[config.mk]
export PLATFORM = sky130hd
export DESIGN_NAME = ps2_kb_rx
export DESIGN_NICKNAME = d
export VERILOG_FILES = /design/src/rtl/ps2_kb_rx.sv
export SDC_FILE = /design/constraint.sdc
export NUM_CORES = 1
export LEC_CHECK = 0
export ABC_AREA = 1
export CORE_MARGIN = 2
export CORE_UTILIZATION = 45
export CTS_CLUSTER_SIZE = 16
export DETAILED_ROUTE_END_ITERATION = 10
export MAX_ROUTING_LAYER = met4
export SETUP_SLACK_MARGIN = 0.3
export SYNTH_ARGS = -nofsm -noshare
export SYNTH_HDL_FRONTEND = slang
export SYNTH_SLANG_ARGS = --single-unit
[constraint.sdc]
create_clock -name clk -period 5.7 [get_ports clk]
set_input_delay 0.57 -clock clk [delete_from_list [all_inputs] [get_ports clk]]
set_output_delay 0.57 -clock clk [all_outputs]
set_load 0.02 [all_outputs]
[src/rtl/ps2_kb_rx.sv]
// PS/2 keyboard receiver: synchronise and deglitch the pins, deframe 11-bit frames, fold E0/F0
// prefixes into flags and queue key events. Define KB_PARITY_CHECK_EN to reject bad-parity frames.
module ps2_kb_rx #(
  parameter int unsigned FILTER_LEN = 8,
  parameter int unsigned TIMEOUT    = 25000,
  parameter int unsigned FIFO_DEPTH = 8
) (
  input  logic        clk,
  input  logic        reset,
  input  logic        kb_ps2_clk_in,
  input  logic        kb_ps2_data_in,
  input  logic        kb_rd,
  output logic [15:0] kb_data,
  output logic        kb_ready,
  output logic        kb_overflow,
  output logic        frame_err
);

  localparam int unsigned FiltW = $clog2(FILTER_LEN);
  localparam int unsigned ToW   = $clog2(TIMEOUT + 1);
  localparam int unsigned AW    = $clog2(FIFO_DEPTH);

  typedef enum logic [1:0] {StIdle, StShift, StParity, StStop} state_e;

  // Index 0 is the PS/2 clock, index 1 the PS/2 data.
  logic [1:0]       clk_sync_q, data_sync_q;
  logic [1:0]       raw, filt_q;
  logic [FiltW-1:0] cnt_q [2];
  logic             fclk_prev_q;
  logic             fall, sdata;

  always_ff @(posedge clk or negedge reset) begin
    if (!reset) begin
      clk_sync_q  <= 2'b11;
      data_sync_q <= 2'b11;
      filt_q      <= 2'b11;
      fclk_prev_q <= 1'b1;
      for (int i = 0; i < 2; i++) cnt_q[i] <= '0;
    end else begin
      clk_sync_q  <= {clk_sync_q[0], kb_ps2_clk_in};
      data_sync_q <= {data_sync_q[0], kb_ps2_data_in};
      fclk_prev_q <= filt_q[0];
      for (int i = 0; i < 2; i++) begin
        if (raw[i] == filt_q[i]) begin
          cnt_q[i] <= '0;
        end else if (cnt_q[i] == FiltW'(FILTER_LEN - 1)) begin
          filt_q[i] <= raw[i];
          cnt_q[i]  <= '0;
        end else begin
          cnt_q[i] <= cnt_q[i] + 1'b1;
        end
      end
    end
  end

  assign raw   = {data_sync_q[1], clk_sync_q[1]};
  assign fall  = fclk_prev_q & ~filt_q[0];
  assign sdata = filt_q[1];

  state_e         state_q, state_d;
  logic [2:0]     bitcnt_q, bitcnt_d;
  logic [7:0]     shift_q, shift_d;
  logic           par_q, par_d;
  logic [ToW-1:0] to_q, to_d;
  logic           ext_q, ext_d, brk_q, brk_d;
  logic           err_d, par_ok, byte_ok, timeout, push;
  logic [9:0]     push_data;

`ifdef KB_PARITY_CHECK_EN
  assign par_ok = ^{shift_q, par_q};
`else
  // Parity bit is still latched but never rejects a frame.
  assign par_ok = (^{shift_q, par_q}) | 1'b1;
`endif

  assign timeout = (state_q != StIdle) && !fall && (to_q >= ToW'(TIMEOUT - 1));

  always_comb begin
    state_d   = state_q;
    bitcnt_d  = bitcnt_q;
    shift_d   = shift_q;
    par_d     = par_q;
    ext_d     = ext_q;
    brk_d     = brk_q;
    err_d     = 1'b0;
    byte_ok   = 1'b0;
    push      = 1'b0;
    push_data = {ext_q, brk_q, shift_q};
    to_d      = (fall || state_q == StIdle) ? '0 : to_q + 1'b1;

    unique case (state_q)
      StIdle: begin
        if (fall && !sdata) begin
          state_d  = StShift;
          bitcnt_d = 3'd0;
        end
      end
      StShift: begin
        if (fall) begin
          shift_d  = {sdata, shift_q[7:1]};
          bitcnt_d = bitcnt_q + 3'd1;
          if (bitcnt_q == 3'd7) state_d = StParity;
        end
      end
      StParity: begin
        if (fall) begin
          par_d   = sdata;
          state_d = StStop;
        end
      end
      StStop: begin
        if (fall) begin
          state_d = StIdle;
          byte_ok = sdata && par_ok;
          err_d   = !byte_ok;
        end
      end
      default: state_d = StIdle;
    endcase

    if (timeout) begin
      state_d = StIdle;
      err_d   = 1'b1;
    end

    if (byte_ok) begin
      if (shift_q == 8'hE0) begin
        ext_d = 1'b1;
      end else if (shift_q == 8'hF0) begin
        brk_d = 1'b1;
      end else begin
        push  = 1'b1;
        ext_d = 1'b0;
        brk_d = 1'b0;
      end
    end
    if (err_d) begin
      ext_d = 1'b0;
      brk_d = 1'b0;
    end
  end

  always_ff @(posedge clk or negedge reset) begin
    if (!reset) begin
      state_q   <= StIdle;
      bitcnt_q  <= '0;
      shift_q   <= '0;
      par_q     <= 1'b0;
      to_q      <= '0;
      ext_q     <= 1'b0;
      brk_q     <= 1'b0;
      frame_err <= 1'b0;
    end else begin
      state_q   <= state_d;
      bitcnt_q  <= bitcnt_d;
      shift_q   <= shift_d;
      par_q     <= par_d;
      to_q      <= to_d;
      ext_q     <= ext_d;
      brk_q     <= brk_d;
      frame_err <= err_d;
    end
  end

  logic [9:0]  mem_q [FIFO_DEPTH];
  logic [AW:0] wr_q, rd_q;
  logic        empty, full, do_pop, do_push;

  assign empty   = (wr_q == rd_q);
  assign full    = (wr_q[AW] != rd_q[AW]) && (wr_q[AW-1:0] == rd_q[AW-1:0]);
  assign do_pop  = kb_rd && !empty;
  // A same-cycle pop frees the slot the push needs.
  assign do_push = push && (!full || do_pop);

  always_ff @(posedge clk) begin
    if (do_push) mem_q[wr_q[AW-1:0]] <= push_data;
  end

  always_ff @(posedge clk or negedge reset) begin
    if (!reset) begin
      wr_q        <= '0;
      rd_q        <= '0;
      kb_overflow <= 1'b0;
    end else begin
      if (do_push) wr_q <= wr_q + 1'b1;
      if (do_pop)  rd_q <= rd_q + 1'b1;
      if (push && !do_push) kb_overflow <= 1'b1;
    end
  end

  assign kb_ready = !empty;
  assign kb_data  = empty ? 16'h0000 : {6'b0, mem_q[rd_q[AW-1:0]]};

endmodule

==> results.sh <==
export IMPL_outcome="complete, no violations"
export IMPL_initial_core_util=0.460
export IMPL_insertion_delay_ps=410
export IMPL_utilization=0.526
export IMPL_regToRegSetupSlack_ps=2680
export IMPL_die_width_um=118
export IMPL_clk_path_buf_depth=2
export IMPL_ios=24
export IMPL_ys_seq_area_frac=0.644
export IMPL_drtPass1Iterations=5
export IMPL_grt_util_all_layers=0.181
export IMPL_power_ir_vdd_worst_v=0.000239
export IMPL_diodes=0
export IMPL_cts_root_buffer="clkbuf_16"
export IMPL_clkSlewWorstSetupHoldPaths_ps=50
export IMPL_rsz0062_at_grt="no"
export IMPL_fin_crit_sh=0.621
export IMPL_grt_max_degree=54
export IMPL_timing_final_crit_period_ps=3540
export IMPL_synth_seq_cells=133
export IMPL_cts_htree_levels=4
export IMPL_async_flop_share=0.398
export IMPL_area_growth_pct=14.3
export IMPL_place_ws_ps=2560
export IMPL_hold_slack_ps=289
export IMPL_skew_ps=7.57
export IMPL_synth_area_um2=5800
export IMPL_ys_top_cells_by_count="120 x nor2_1, 80 x edfxtp_1, 70 x nand2_1, 46 x dfrtp_1, 44 x o21ai_0"
export IMPL_setup_tns_final_ps=0
export IMPL_ys_warnings_count=0
export IMPL_drt_total_wl_um=11100
export IMPL_power_per_cell_area_nw_per_um2=453
export IMPL_drv_cap=0
export IMPL_setup_violations=0
export IMPL_stdcell_count=744
export IMPL_grt_pass1_wl_um=18800
export IMPL_coreArea_um2=12600
export IMPL_dpl_cell_count=712
export IMPL_hp_class="in2async"
export IMPL_grt_overflow_total=0
export IMPL_avgSynthCellArea_um2=10.7
export IMPL_num_vias=3796
export IMPL_synth_cells=540
export IMPL_dr_first_iter_drc_count=346
export IMPL_synth_flop_cell="edfxtp_1"
export IMPL_yosysTopAreaCellShare=0.414
export IMPL_synth_distinct_cells=36
export IMPL_drc=0
export IMPL_die_height_um=118
export IMPL_crit_path_end_kind="output port"
export IMPL_io_buffers=17
export IMPL_cts_buffers=17
export IMPL_crit_fanout=44
export IMPL_post_cts_buffers=0
export IMPL_dp_hpwl_um=7530
export IMPL_critical_path_arrival_ps=2970
export IMPL_cts_resized=0
export IMPL_viasPerCell=5.10
export IMPL_finalMaxSlewViolations=0
export IMPL_antenna_found_initial=0
export IMPL_hold_buffers=0
export IMPL_fmax_ghz=0.283
export IMPL_cp_start_kind="flip-flop"
export IMPL_hold_viol_final=0
export IMPL_rows=41
export IMPL_synth_edf_count=80
export IMPL_grt_pass1_vias=3678
export IMPL_cts_tree="yes"
export IMPL_nets=577
export IMPL_tightest_slew_ps=1060
export IMPL_final_antenna_net_count=0
export IMPL_place_gp_congestion=0.844
export IMPL_path_class="reg2out"
export IMPL_synth_top_area_cell="edfxtp_1"
export IMPL_dieArea_um2=13800
export IMPL_final_layout_size_suffix_gt1_frac=0.105
export IMPL_clkSinkCount=133
export IMPL_cp_required_ps=5130
export IMPL_p_leak_nw=2.51
export IMPL_wire_per_inst_um=14.9
export IMPL_slew_headroom=0.294
export IMPL_synth_area_top_cells="edfxtp_1 41%, dfrtp_1 20%, nor2_1 7.8%, nand2_1 4.5%, o21ai_0 3.8%"
export IMPL_worst_slack_ps=2160
export IMPL_synth_most_common_cell="nor2_1"
-- worst max-delay path, stage by stage, from the launching register on --
cell and delay, ps:
dfrtp_1 350, buf_4 260, inv_2 580, nand2_1 100, nand3_1 130, nor2_2 60
nand2_2 200, o21ai_0 130, nor2_1 130, clkdlybuf4s50_1 620
-- power breakdown --
part	internal [mW]	switching (mW)	total (mW)
logic	0.318	0.541	0.859
clock network	0.629	0.360	0.989
registers	1.09	0.0657	1.16
-- area by class of cell --
cell class	instances	area, µm²
Clock inverter	6	52.6
Tap cell	172	215
Multi-Input combinational cell	347	1800
Clock buffer	26	489
Sequential cell	133	3740
Inverter	40	154
Timing Repair Buffer	20	188
Fill cell	1124	5980
-- registers in the layout (all words and copies together) (netlist names) --
name,flops
bitcnt_q,3
brk_q,1
clk_sync_q,2
cnt_q,6
data_sync_q,2
ext_q,1
fclk_prev_q,1
filt_q,2
frame_err,1
kb_overflow,1
mem_q,80
rd_q,4
shift_q,8
state_q,2
to_q,15
wr_q,4
-- logic make-up (layout without fill, tap and decap cells) --
family / count (synthesis) / in the layout / synth area share
AO/OA/AOI/OAI: 85 / 85 / 0.0916
AND/OR/NAND/NOR: 233 / 233 / 0.171
XOR/XNOR: 10 / 10 / 0.0151
flip-flops: 133 / 133 / 0.644
buffers and inverters: 65 / 92 / 0.0494
adder cells (fa/ha/maj): 13 / 13 / 0.0280
other: 1 / 6 / 0.000646
-- worst paths after layout --
path / start / endpoint / cells after the start
setup / recovery: rd_q[0] / kb_data[3] / 9
hold / removal: reset / to_q[6] / 2
setup reg to reg: rd_q[0] / mem_q[7][9] / 10
hold reg to reg: clk_sync_q[0] / clk_sync_q[1] / 0
max in group asynchronous: reset / rd_q[1] / 2
min in group clk: clk_sync_q[0] / clk_sync_q[1] / 0
-- metal layers --
layer	GRT usage	up-vias	share of wire
met5	-	-	0
met4	0.0700	0	0.0070
met3	0.0412	8	0.054
met2	0.264	84	0.47
met1	0.248	1826	0.46
li1	-	1878	-
-- cells in the final DEF (no fill, tap or decap), types with 4 or more instances in the layout --
master             n
clkbuf_16         17
xnor2_1            4
clkbuf_1           6
inv_1             33
nand2_2            9
edfxtp_1          80
o21ai_0           44
o32ai_1           20
conb_1             6
clkdlybuf4s50_1   16
nand2_1           70
nand3_1           17
nor2_1           120
nor3_1             5
dfrtp_1           46
dfstp_2            7
o21ai_1            4
clkinv_2           4
ha_1              13
inv_2              5
xor2_1             6
a21oi_1            7
-- stage by stage --
stage          total power [mW]  instance area [µm²]
6_report                   3.01                 6640
5_1_grt                    3.20                 6640
4_1_cts                    3.04                 6640
3_5_place_dp               2.04                 6090
3_3_place_gp               2.02                 6090
2_1_floorplan              1.78                 5820
(Power assumes the default switching activity.)
